<file path="config.mk">
export PLATFORM = sky130hd
export DESIGN_NAME = imm_ext_pipe
export DESIGN_NICKNAME = d
export VERILOG_FILES = /design/src/rtl/imm_ext_pkg.sv /design/src/rtl/imm_ext_comb.sv /design/src/rtl/imm_ext_pipe.sv
export SDC_FILE = /design/constraint.sdc
export NUM_CORES = 1
export LEC_CHECK = 0
export BUFFER_PORTS_ARGS = -buffer_cell sky130_fd_sc_hd__buf_2
export CAP_MARGIN = 20
export CORE_UTILIZATION = 30
export CTS_BUF_LIST = sky130_fd_sc_hd__clkbuf_8
export DETAILED_ROUTE_END_ITERATION = 7
export SLEW_MARGIN = 20
export SYNTH_ARGS = -nofsm -noshare
export SYNTH_HDL_FRONTEND = slang
export SYNTH_SLANG_ARGS = --single-unit
</file>
<file path="constraint.sdc">
create_clock -name clk -period 2.35 [get_ports clk]
set_input_delay 0.705 -clock clk [delete_from_list [all_inputs] [get_ports clk]]
set_output_delay 0.705 -clock clk [all_outputs]
set_load 0.01 [all_outputs]
</file>
<file path="src/rtl/imm_ext_pkg.sv">
// Shared definitions for the immediate extender: mode encoding and its type.
package imm_ext_pkg;

  typedef logic [1:0] ext_mode_t;

  localparam ext_mode_t EXT_ZERO  = 2'b00;
  localparam ext_mode_t EXT_SIGN  = 2'b01;
  localparam ext_mode_t EXT_UPPER = 2'b10;
  localparam ext_mode_t EXT_RSVD  = 2'b11;

endpackage

</file>
<file path="src/rtl/imm_ext_comb.sv">
// Combinational mode-to-result mapping for the immediate extender.
module imm_ext_comb
  import imm_ext_pkg::*;
#(
  parameter int IN_W  = 16,
  parameter int OUT_W = 32
) (
  input  logic [IN_W-1:0]  imm,
  input  logic [1:0]       mode,
  output logic [OUT_W-1:0] result,
  output logic             err
);

  // Slice assignments keep OUT_W == IN_W legal (no zero-width replication).
  always_comb begin
    result = '0;
    err    = 1'b0;
    case (mode)
      EXT_ZERO: result[IN_W-1:0] = imm;
      EXT_SIGN: begin
        result            = {OUT_W{imm[IN_W-1]}};
        result[IN_W-1:0]  = imm;
      end
      EXT_UPPER: result[OUT_W-1 -: IN_W] = imm;
      EXT_RSVD:  err = 1'b1;
      default:   err = 1'b1;
    endcase
  end

endmodule

</file>
<file path="src/rtl/imm_ext_pipe.sv">
// Pipelined immediate extender: registered output plus one skid entry,
// valid/ready on both sides, synchronous flush.
module imm_ext_pipe
  import imm_ext_pkg::*;
#(
  parameter int IN_W  = 16,
  parameter int OUT_W = 32
) (
  input  logic             clk,
  input  logic             rst_n,
  input  logic             flush,
  input  logic             in_valid,
  output logic             in_ready,
  input  logic [IN_W-1:0]  in_imm,
  input  logic [1:0]       in_mode,
  output logic             out_valid,
  input  logic             out_ready,
  output logic [OUT_W-1:0] out_data,
  output logic             out_err
);

  if (IN_W < 1 || OUT_W < IN_W) begin : g_bad_params
    $error("imm_ext_pipe: illegal widths IN_W=%0d OUT_W=%0d", IN_W, OUT_W);
  end

  logic [OUT_W-1:0] new_data;
  logic             new_err;
  logic             skid_valid;
  logic [OUT_W-1:0] skid_data;
  logic             skid_err;
  logic             acc;
  logic             drain;

  imm_ext_comb #(.IN_W(IN_W), .OUT_W(OUT_W)) u_comb (
    .imm    (in_imm),
    .mode   (in_mode),
    .result (new_data),
    .err    (new_err)
  );

  // in_ready comes straight from the skid flop, so it carries no comb path.
  assign in_ready = ~skid_valid;
  assign acc      = in_valid && in_ready;
  assign drain    = out_valid && out_ready;

  always_ff @(posedge clk or negedge rst_n) begin
    if (!rst_n) begin
      out_valid  <= 1'b0;
      out_data   <= '0;
      out_err    <= 1'b0;
      skid_valid <= 1'b0;
      skid_data  <= '0;
      skid_err   <= 1'b0;
    end else if (flush) begin
      out_valid  <= 1'b0;
      skid_valid <= 1'b0;
    end else if (!out_valid || drain) begin
      if (skid_valid) begin
        // Skid full means in_ready was low, so nothing new was accepted.
        out_valid  <= 1'b1;
        out_data   <= skid_data;
        out_err    <= skid_err;
        skid_valid <= 1'b0;
      end else if (acc) begin
        out_valid <= 1'b1;
        out_data  <= new_data;
        out_err   <= new_err;
      end else begin
        out_valid <= 1'b0;
      end
    end else if (acc) begin
      skid_valid <= 1'b1;
      skid_data  <= new_data;
      skid_err   <= new_err;
    end
  end

endmodule

</file>
### Word-level counts from Yosys, hierarchy flattened

Cells that the tools add are included.

* logic and storage cells: 37
* flip-flop bits (word level): 68
* bits in read-only memories: 0
* output and inout bits: 35
* bits in latches: 0
* memories: 0
* memory bits (writable): 0

* bitwise logic cells: 3
* reduce and logical (&&, ||, !) cells: 11
* equal/unequal tests: 3
* multipliers: 0
* multiplexer cells: 14
* divide/modulo/power cells: 0
* $add $sub $neg: 0
* magnitude comparators: 0
* shift operators: 0

Operator list (count)
* $mux 32: 2
* $pmux 16 s2: 1
* $mux 16: 1
* $mux 1: 10
* $reduce_and 3->1: 2
* $eq 2x2->1 const B: 2
* $reduce_bool 2->1: 2
* $not 1->1: 3
* $reduce_bool 3->1: 1
* $eq 2x1->1 const B: 1
* $logic_and 1x1->1: 2
* $logic_not 2->1: 1
* $reduce_or 2->1: 1
* $logic_not 1->1: 1
* $logic_or 1x1->1: 1

### Longest topological paths before layout

Gate-level depths: netlist (run 1).

* depth after elaboration: 6
* gate-level depth with buffers: 8
* gate-level depth less buffers: 5

### Cells and area by module

Synthesis (run 1) repeated with hierarchy kept, for this count alone.

* cells, all modules: 245
* area, all modules: 3517.1 um^2

By module, submodules not included
* imm_ext_pipe: area an instance 3081.7 um^2, cells an instance 185, sequential area each 1701.6 um^2, instances 1
* imm_ext_comb: area an instance 435.4 um^2, cells an instance 60, sequential area each 0.0 um^2, instances 1

### Worst setup path before layout (run 1)

No wires, ideal clock.

* path type: in2reg
* start point: input port out_ready
* end point: register skid_data[17]
* setup slack: 305 ps
* data arrival time: 1920 ps
* setup time: 125 ps
* cell stages on the path: 5
* buffers on the path: 2
* cell sequence: nand2b_1 -> or4b_1 -> buf_2 -> buf_6 -> mux2_4

* longest elaborated chain between the ends: 4

Ends and longest elaborated chain
* from (decl): line imm_ext_pipe.sv:17 `input logic out_ready,`
* $logic_and 1x1->1: line imm_ext_pipe.sv:44 `assign drain = out_valid && out_ready;`
* $logic_or 1x1->1: line imm_ext_pipe.sv:57 `end else if (!out_valid || drain) begin`
* $not 1->1 (no line)
* $reduce_and 3->1 (no line)
* to (signal assigned): line imm_ext_pipe.sv:73 `skid_data <= new_data;`
* to (decl): line imm_ext_pipe.sv:29 `logic [OUT_W-1:0] skid_data;`

No other way between the ends.
A chain may end at the register's enable or synchronous reset.

### Worst setup path after layout (run 1)

* start point: register skid_valid
* end point: output port in_ready

* longest elaborated chain between the ends: 1

Ends and longest elaborated chain
* from (decl): line imm_ext_pipe.sv:28 `logic skid_valid;`
* from (signal assigned): line imm_ext_pipe.sv:51 `skid_valid <= 1'b0;`
* from (signal assigned): line imm_ext_pipe.sv:56 `skid_valid <= 1'b0;`
* from (signal assigned): line imm_ext_pipe.sv:63 `skid_valid <= 1'b0;`
* $not 1->1: line imm_ext_pipe.sv:42 `assign in_ready = ~skid_valid;`
* to (decl): line imm_ext_pipe.sv:13 `output logic in_ready,`

No other way between the ends.

==> results.toml, run 1 <==
[synthesis]
synth-edff-count = 0
mappedNetlistArea_um2 = 3410
synth_seq_area_share_pct = 49.9
postSynthRegisterBits = 68
synthesis.instances = 321
synth_top_flop_cell = "sky130_fd_sc_hd__dfrtp_1"
syn-mean-instance-area_um2 = 10.6
ys_async_sr_fraction_pct = 100
synth-warning-count = 0
post_synth_num_cell_types = 25
synthesis.nets = 348

[critical_path]
required_time_of_the_critical_path_ns = 1.64
worst-endpoint-arrival_ns = 1.26
r2r_end = "skid_data[16]"
critPathLaunchType = "flip-flop"
worst_path_max_delay_cell = "sky130_fd_sc_hd__dfrtp_1"
worst-path-buf-inv = 3
timing.setup.critical_path_class = "flip-flop to output pin"
end_kind = "output pin"
reg2regPathDepth = 4
worst_path_dominant_cell_family = "buffers and inverters"
cpPeakStageDelay_ns = 0.34
cp_cell_sequence = "buf_4 > inv_1 > buf_2"
cp_max_fo = 24
rr_startpoint = "out_valid"
timing.reg2reg.setup_slack_ns = 0.57

[placed_design]
gp_congestion = 0.736
numPortBuffers = 57
post-dp-hpwl_mm = 5.52

[cts]
worstSkewPairLatency_ns = 0.36
clock_sink_count = 68
cts_root_buffer = "sky130_fd_sc_hd__clkbuf_8"
cts_hold_buf = 0
htree_num_levels = 3
cts.clk_slew.worst_paths_ns = 0.07
cts_setup_buffers = 0
cts-resized-gates = 0
inserted_clock_buffers = 9
clock_tree_from_tritoncts = "done"
clock_tree.buffer_depth = 2

[layout]
fillerInstances = 1108
final_nets = 401
antennaDiodeCount = 0
area.growth.synth_to_final_pct = 20.0
share_of_post_route_cells_with_drive_strength_above_1_pct = 29.3
ff_latch_area_um2 = 1700
multi_input_area_um2 = 1480

[min_path]
min_path_type = "input port to async pin"

[drt]
route.vias.total = 2549
ant_nets = 0
drt_pass1_iterations = 4
wire_per_inst_um = 15.5
drt-initial-drc-count = 100
drt_wl_total_mm = 8.06
route.detailed.vias_per_inst = 4.91
route.detailed.drc = 0

[global_route]
number_of_global_route_vias_before_repair = 2583
grt_usage_pct = 15.0
largest_net_degree_at_the_start_of_global_routing = 69
first_pass_grt_wire_length_mm = 13.2
remaining_overflow_grt = 0
number_of_antenna_violations_at_the_first_check_in_global_routing = 0

[run]
max_cap_violations = 0

[sta]
rsz0062_at_grt = "no"
finalCriticalPeriod_ns = 1.96
relSlewSlack_pct = 57.0
worst_slew_pin_slew_ns = 0.645
timing.final.crit_share_pct = 83.4
timing.final.hold_violations = 0
peak_clock_frequency_supported_by_timing_mhz = 510
tns_ns = 0
skew_ns = 0.00617
setup-violations-final = 0
slew_violations = 0
final.hold.worst_slack_ns = 0.366

[pwr]
power_per_standard_cell_area_nw_per_um2 = 798
power.ir.vdd_worst_uv = 305
p_leak_nw = 2.05

[die]
die_h_um = 109
die-area_um2 = 11800
core_region_area_um2 = 11000
ios = 58
number_of_rows_in_the_core_area = 38
start_util_pct = 31.1
die_width_um = 109

[outcome]
run_status = "completed"
how the worst max path moves through the flow:
stage | startpoint | to | slack [ns] | depth (start not counted)
after global routing | in_mode[1] | out_data[22] | 0.28 | 7
final | skid_valid | in_ready | 0.39 | 3
after global placement | out_ready | skid_err | 0.04 | 5
after floorplan | out_ready | skid_data[17] | 0.31 | 5
after CTS | skid_valid | in_ready | 0.36 | 3
after detailed placement | out_ready | skid_data[16] | 0.01 | 5
per-stage QoR:
step	setup slack (ns)	util [%]	total power [mW]	instance area (um2)	cells
after global placement	0.0435	35.1	2.10	3850	503
after CTS	0.356	37.3	3.31	4090	519
after detailed placement	0.0116	35.1	2.13	3850	503
final	0.390	37.3	3.27	4090	519
after floorplan	0.305	-	1.87	3410	321
after global routing	0.282	37.3	3.44	4090	519
final cells by class:
| type | instances | area share (%) |
|---|---|---|
| sequential | 68 | 41.6 |
| multi-input combinational | 204 | 36.2 |
| timing repair buffer | 69 | 10.1 |
| tap | 140 | 4.28 |
| clock buffer | 9 | 3.03 |
| clock inverter | 7 | 2.81 |
| inverter | 22 | 2.02 |
synth_stat cells (all sizes together) (2+ instances only):
master | number | share of area (%)
mux2i | 21 | 6.2
clkbuf | 17 | 1.9
ha | 4 | 1.5
a31oi | 13 | 2.4
nand2 | 45 | 5.0
dfrtp | 68 | 50
a22oi | 2 | 0.44
a21oi | 20 | 2.9
mux2 | 31 | 12
inv | 22 | 2.4
a21boi | 13 | 2.9
o21ai | 32 | 4.7
a22o | 2 | 0.51
buf | 10 | 2.4
a21bo | 13 | 3.8
layout by cell type (no fill, tap or decap), drive strengths merged:
cell	count
clkbuf	9
nor3	1
nand2b	1
ha	4
nor2b	1
a21oi	20
a22o	2
mux2	31
a22oi	2
nor2	1
o21ba	1
o211a	1
mux2i	21
and2	1
clkinv	2
buf	69
nand2	45
a31oi	13
inv	22
dfrtp	68
a21boi	13
clkinvlp	2
o21ai	32
or4b	1
a21bo	13
bufinv	3
kinds of logic (layout without fill, tap and decap cells):
group | after synthesis | in the layout | share of synthesized area [%]
AO/OA/AOI/OAI | 97 | 97 | 18.2
flip-flops | 68 | 68 | 49.9
multiplexers | 52 | 52 | 17.7
AND/OR/NAND/NOR | 51 | 51 | 6.05
buffers and inverters | 49 | 107 | 6.67
adder cells (fa/ha/maj) | 4 | 4 | 1.47
sequential cells by signal (all words and copies together), names as in the netlist:
| name | count |
|---|---|
| out_data | 32 |
| out_valid | 1 |
| skid_valid | 1 |
| out_err | 1 |
| skid_data | 32 |
| skid_err | 1 |
worst reg2reg max path: stages, from the launching register on:
cell and delay (ns):
sky130_fd_sc_hd__dfrtp_1 0.34, sky130_fd_sc_hd__nand2b_1 0.07, sky130_fd_sc_hd__or4b_2 0.68, sky130_fd_sc_hd__buf_12 0.23, sky130_fd_sc_hd__mux2_1 0.35
per-layer routing:
| metal | share of wire [%] | track usage (%) | wire, um |
|---|---|---|---|
| met1 | 47 | 19.4 | 3760 |
| met3 | 5.2 | 4.18 | 416 |
| met4 | 1.1 | 5.21 | 86 |
| met5 | 0 | 0 | 0 |
| met2 | 47 | 23.9 | 3800 |
report_power, final:
part	leakage, nW	switching [mW]	internal, mW	total, mW
logic	1.07	0.313	0.280	0.593
clock network	0.115	0.476	0.700	1.18
registers	0.860	0.110	1.39	1.50
total	2.05	0.900	2.37	3.27
(Power assumes the default switching activity.)
==> run 2, diff against run 1 <==
--- a/config.mk
+++ b/config.mk
@@ -5,6 +5,7 @@
 export SDC_FILE = /design/constraint.sdc
 export NUM_CORES = 1
 export LEC_CHECK = 0
+export ABC_AREA = 1
 export BUFFER_PORTS_ARGS = -buffer_cell sky130_fd_sc_hd__buf_2
 export CAP_MARGIN = 20
 export CORE_UTILIZATION = 30
==> constraint.sdc (replaced) <==
create_clock -name clk -period 1.95 [get_ports clk]
set_input_delay 0.585 -clock clk [delete_from_list [all_inputs] [get_ports clk]]
set_output_delay 0.585 -clock clk [all_outputs]
set_load 0.01 [all_outputs]
==> results.toml, run 2 <==
[global_route]
remaining_overflow_grt = 0
first_pass_grt_wire_length_mm = 14.0
grt_usage_pct = 15.7
number_of_global_route_vias_before_repair = 2758
number_of_antenna_violations_at_the_first_check_in_global_routing = 0
largest_net_degree_at_the_start_of_global_routing = 47

[pwr]
power.ir.vdd_worst_uv = 259
p_switching_mw = 1.01
cell_internal_pwr_mw = 2.44
clockPowerShare_pct = 32.1
design_power_total_mw = 3.45
pwr-share-seq_pct = 50.0
power_per_standard_cell_area_nw_per_um2 = 858
pwr-share-comb_pct = 17.9
power.switching_fraction_pct = 29.2
p_leak_nw = 2.46

[drt]
wire_per_inst_um = 12.5
ant_nets = 0
route.vias.total = 2878
drt_wl_total_mm = 8.43
drt-initial-drc-count = 155
route.detailed.drc = 0
route.detailed.vias_per_inst = 4.28
drt_pass1_iterations = 4

[synthesis]
netlist.area_leader.share_pct = 49.8
synthesis.nets = 503
synthesis.instances = 476
netlist.top_cell.by_area = "sky130_fd_sc_hd__dfrtp_1"
yosys-top-cells-count = "sky130_fd_sc_hd__nand2_1, sky130_fd_sc_hd__dfrtp_1, sky130_fd_sc_hd__nor2_1"
post_synth_num_cell_types = 19
ys_async_sr_fraction_pct = 100
synth-warning-count = 0
yosysMostFrequentCell = "sky130_fd_sc_hd__nand2_1"
synth_seq_area_share_pct = 49.8
postSynthRegisterBits = 68
synth_top_flop_cell = "sky130_fd_sc_hd__dfrtp_1"
post_synth_main_area_contributors = "sky130_fd_sc_hd__dfrtp_1, sky130_fd_sc_hd__nand2_1, sky130_fd_sc_hd__nor2_1, sky130_fd_sc_hd__o21ai_0, sky130_fd_sc_hd__inv_1"
mappedNetlistArea_um2 = 3420
synth-edff-count = 0
syn-mean-instance-area_um2 = 7.18

[sta]
tns_ns = 0
final.hold.worst_slack_ns = 0.168
relSlewSlack_pct = 63.5
finalCriticalPeriod_ns = 1.80
slew_violations = 0
final.setup.worst_slack_ns = 0.148
skew_ns = 0.00487
timing.final.hold_violations = 0
rsz0062_at_grt = "no"
timing.final.crit_share_pct = 92.4
worst_slew_pin_slew_ns = 0.547
setup-violations-final = 0
peak_clock_frequency_supported_by_timing_mhz = 555

[layout]
share_of_post_route_cells_with_drive_strength_above_1_pct = 17.1
finalNonFillerCells = 672
multi_input_area_um2 = 1440
layout_commonest_cell = "sky130_fd_sc_hd__nand2_1"
biggestRegsByFlops = "out_data (32), skid_data (32)"
final_nets = 555
antennaDiodeCount = 0
area.growth.synth_to_final_pct = 17.5
mostFrequentLayoutCells = "sky130_fd_sc_hd__nand2_1, sky130_fd_sc_hd__dfrtp_1, sky130_fd_sc_hd__buf_2"
fillerInstances = 1133
ff_latch_area_um2 = 1700

[die]
ios = 58
die_width_um = 109
die_h_um = 109
die-area_um2 = 11800
core_region_area_um2 = 11000
start_util_pct = 31.1
number_of_rows_in_the_core_area = 38

[critical_path]
timing.setup.critical_path_class = "flip-flop to output pin"
end_kind = "output pin"
required_time_of_the_critical_path_ns = 1.36
critPathLaunchType = "flip-flop"
cp_cell_sequence = "inv_4 > buf_2"
worst-endpoint-arrival_ns = 1.22
cpPeakStageDelay_ns = 0.42
worst_path_max_delay_cell = "sky130_fd_sc_hd__dfrtp_1"
cp_max_fo = 23

[cts]
cts_setup_buffers = 0
inserted_clock_buffers = 9
clock_tree.buffer_depth = 2
htree_num_levels = 3
cts.clk_slew.worst_paths_ns = 0.07
clock_tree_from_tritoncts = "done"
worstSkewPairLatency_ns = 0.35
cts_hold_buf = 0
clock_sink_count = 68
cts_root_buffer = "sky130_fd_sc_hd__clkbuf_8"
cts-resized-gates = 0

[placed_design]
gp_congestion = 0.783
placement.setup.worst_slack_ns = 0.0668
post-dp-hpwl_mm = 5.64
numPortBuffers = 57
placedCellCount = 657

[outcome]
run_status = "completed"

[run]
max_cap_violations = 0

[min_path]
min_path_type = "input port to async pin"
## run 2: cell types whose count changed in the layout (fill, tap and decap cells not counted), moves of 6 or more
cell / before / now
sky130_fd_sc_hd__a21boi_0: 13 / 0
sky130_fd_sc_hd__a21oi_1: 20 / 0
sky130_fd_sc_hd__o21ai_1: 0 / 6
sky130_fd_sc_hd__a31oi_1: 13 / 0
sky130_fd_sc_hd__mux2i_1: 21 / 0
sky130_fd_sc_hd__nor2_1: 1 / 53
sky130_fd_sc_hd__o21ai_0: 32 / 20
sky130_fd_sc_hd__a21bo_2: 13 / 0
sky130_fd_sc_hd__mux2_1: 19 / 0
sky130_fd_sc_hd__mux2_4: 12 / 0
sky130_fd_sc_hd__nand2_1: 45 / 260
## run 2: final cells by class
type / count / share of cell area [%]
flip-flops and latches: 68 / 42.4
multi-input cells: 353 / 35.9
repair buffers: 67 / 9.91
clock buffers: 13 / 4.46
well taps: 140 / 4.36
inverters: 29 / 2.77
clock inverters: 2 / 0.218
## run 2: power by group through the flow
stage / registers (mW) / clock network [mW] / logic, mW
5_1_grt: 1.75 / 1.21 / 0.712
2_1_floorplan: 1.78 / 0 / 0.337
3_5_place_dp: 1.75 / 0 / 0.627
3_3_place_gp: 1.74 / 0 / 0.612
4_1_cts: 1.72 / 1.15 / 0.630
6_report: 1.72 / 1.11 / 0.616
## run 2: logic make-up after synthesis
logic type / count (synthesis) / synth area share [%]
simple gates: 323 / 36.9
flops: 68 / 49.8
buf+inv: 55 / 8.05
compound gates: 26 / 3.81
fa+ha+maj: 4 / 1.46
## run 2: worst paths after layout
path                       cells after the start    startpoint           end  slack [ns]
max                                            2    skid_valid      in_ready        0.15
min                                            1         rst_n   out_data[4]        0.17
max reg2reg                                    7    skid_valid  out_data[31]        0.53
min reg2reg                                    2  out_data[27]  out_data[27]        0.48
max in group asynchronous                      2         rst_n   out_data[9]        1.25
min in group clk                               2  out_data[27]  out_data[27]        0.48
## run 2: metrics by stage
stage	util (%)	area, um2
global placement	34.8	3830
CTS	36.6	4020
detailed placement	34.8	3830
floorplan	-	3420
global route	36.6	4020
finish	36.6	4020
## run 2: worst max-delay path, delay by kind of cell, from the launching register on
family	cells	cell delay [ns]
buffers and inverters	2	0.44
flip-flops	1	0.42
## run 2: metal layers
layer  global-route usage, %  share of wire, %
met2                    23.5                45
met3                    3.41               4.6
met4                    8.30               2.2
met5                       0                 0
met1                    21.3                48
==> run 3, diff against run 2 <==
--- a/config.mk
+++ b/config.mk
@@ -9,7 +9,7 @@
 export BUFFER_PORTS_ARGS = -buffer_cell sky130_fd_sc_hd__buf_2
 export CAP_MARGIN = 20
 export CORE_UTILIZATION = 30
-export CTS_BUF_LIST = sky130_fd_sc_hd__clkbuf_8
+export CTS_BUF_LIST = sky130_fd_sc_hd__clkbuf_2 sky130_fd_sc_hd__clkbuf_4 sky130_fd_sc_hd__clkbuf_8
 export DETAILED_ROUTE_END_ITERATION = 7
 export SLEW_MARGIN = 20
 export SYNTH_ARGS = -nofsm -noshare
==> results.toml, run 3 (synthesis gave the netlist of run 2 again) <==
[cts]
cts_setup_buffers = 0
htree_num_levels = 3
cts_hold_buf = 0
cts_root_buffer = "sky130_fd_sc_hd__clkbuf_8"
cts-resized-gates = 0
clock_tree.buffer_depth = 2
clock_sink_count = 68
clock_tree_from_tritoncts = "done"
worstSkewPairLatency_ns = 0.35
cts.clk_slew.worst_paths_ns = 0.07
inserted_clock_buffers = 9

[critical_path]
critPathLaunchType = "flip-flop"
end_kind = "output pin"
worst-path-buf-inv = 2
worst-endpoint-arrival_ns = 1.22
cp_max_fo = 23
cp_cell_sequence = "inv_4 > buf_2"
worst_path_max_delay_cell = "sky130_fd_sc_hd__dfrtp_1"
cpPeakStageDelay_ns = 0.42
required_time_of_the_critical_path_ns = 1.36
timing.setup.critical_path_class = "flip-flop to output pin"
worst_path_dominant_cell_family = "buffers and inverters"
timing.reg2reg.setup_slack_ns = 0.53

[sta]
slew_violations = 0
tns_ns = 0
peak_clock_frequency_supported_by_timing_mhz = 555
timing.final.hold_violations = 0
skew_ns = 0.00438
finalCriticalPeriod_ns = 1.80
setup-violations-final = 0
timing.final.crit_share_pct = 92.5
worst_slew_pin_slew_ns = 0.552
relSlewSlack_pct = 63.2
rsz0062_at_grt = "no"
final.hold.worst_slack_ns = 0.166
final.setup.worst_slack_ns = 0.147

[layout]
fillerInstances = 1133
final_nets = 555
post_route_cell_area_um2 = 4020
finalNonFillerCells = 672
ff_latch_area_um2 = 1700
antennaDiodeCount = 0
layout_commonest_cell = "sky130_fd_sc_hd__nand2_1"
multi_input_area_um2 = 1440
finish.utilization_pct = 36.6
area.growth.synth_to_final_pct = 17.6
mostFrequentLayoutCells = "sky130_fd_sc_hd__nand2_1, sky130_fd_sc_hd__dfrtp_1, sky130_fd_sc_hd__buf_2"
share_of_post_route_cells_with_drive_strength_above_1_pct = 17.3
biggestRegsByFlops = "out_data (32), skid_data (32)"

[pwr]
clockPowerShare_pct = 32.5
power_per_standard_cell_area_nw_per_um2 = 862
p_switching_mw = 1.01
power.switching_fraction_pct = 29.0
pwr-share-comb_pct = 17.8
design_power_total_mw = 3.46
p_leak_nw = 2.46
cell_internal_pwr_mw = 2.46
pwr-share-seq_pct = 49.8
power.ir.vdd_worst_uv = 258

[drt]
route.detailed.drc = 0
route.vias.total = 2881
ant_nets = 0
drt_wl_total_mm = 8.39
wire_per_inst_um = 12.5
route.detailed.vias_per_inst = 4.29
drt_pass1_iterations = 4
drt-initial-drc-count = 155

[placed_design]
placedCellCount = 657
post-dp-hpwl_mm = 5.64
numPortBuffers = 57
placement.setup.worst_slack_ns = 0.0668
gp_congestion = 0.783
postPlaceCellArea_um2 = 3830

[global_route]
number_of_global_route_vias_before_repair = 2758
remaining_overflow_grt = 0
grt_usage_pct = 15.7
largest_net_degree_at_the_start_of_global_routing = 47
first_pass_grt_wire_length_mm = 14.0
number_of_antenna_violations_at_the_first_check_in_global_routing = 0

[die]
ios = 58
die_h_um = 109
number_of_rows_in_the_core_area = 38
die_width_um = 109
start_util_pct = 31.1
die-area_um2 = 11800
core_region_area_um2 = 11000

[outcome]
run_status = "completed"

[min_path]
min_path_type = "input port to async pin"

[run]
max_cap_violations = 0
run 3: cell types whose count changed in the layout (fill, tap and decap cells not counted), sizes merged:
cell	before	now
inv	30	29
clkbuf	13	14
run 3: final timing paths:
check	cells after the start	startpoint	end
setup reg to reg	7	skid_valid	out_data[31]
max in group asynchronous	2	rst_n	out_data[9]
setup / recovery	2	skid_valid	in_ready
hold reg to reg	2	out_data[27]	out_data[27]
min in group clk	2	out_data[27]	out_data[27]
hold / removal	1	rst_n	out_data[4]
run 3: area by class of cell:
class | count | share of cell area (%)
inverter | 29 | 2.77
multi-input combinational | 353 | 35.9
timing repair buffer | 67 | 9.90
sequential | 68 | 42.3
clock buffer | 14 | 4.64
clock inverter | 1 | 0.125
tap | 140 | 4.36
run 3: metal layers:
| metal | GRT usage [%] | routed length [um] | vias up |
|---|---|---|---|
| li1 | - | - | 1524 |
| met1 | 21.3 | 3990 | 1285 |
| met2 | 23.5 | 3830 | 55 |
| met3 | 3.41 | 392 | 17 |
| met4 | 8.30 | 183 | 0 |
| met5 | 0 | 0 | - |
run 3: power by group through the flow:
stage	registers, mW	clock network (mW)	logic (mW)
CTS	1.72	1.16	0.630
global route	1.75	1.22	0.712
global placement	1.74	0	0.612
finish	1.72	1.13	0.616
detailed placement	1.75	0	0.627
floorplan	1.78	0	0.337
run 3: worst reg2reg max path, cell delays in order (launching register included):
cell	delay, ns
sky130_fd_sc_hd__dfrtp_1	0.42
sky130_fd_sc_hd__inv_4	0.23
sky130_fd_sc_hd__nand2_4	0.09
sky130_fd_sc_hd__nand3_4	0.17
sky130_fd_sc_hd__buf_4	0.23
sky130_fd_sc_hd__nor2_1	0.05
sky130_fd_sc_hd__nand2_1	0.06
sky130_fd_sc_hd__nand2_1	0.05
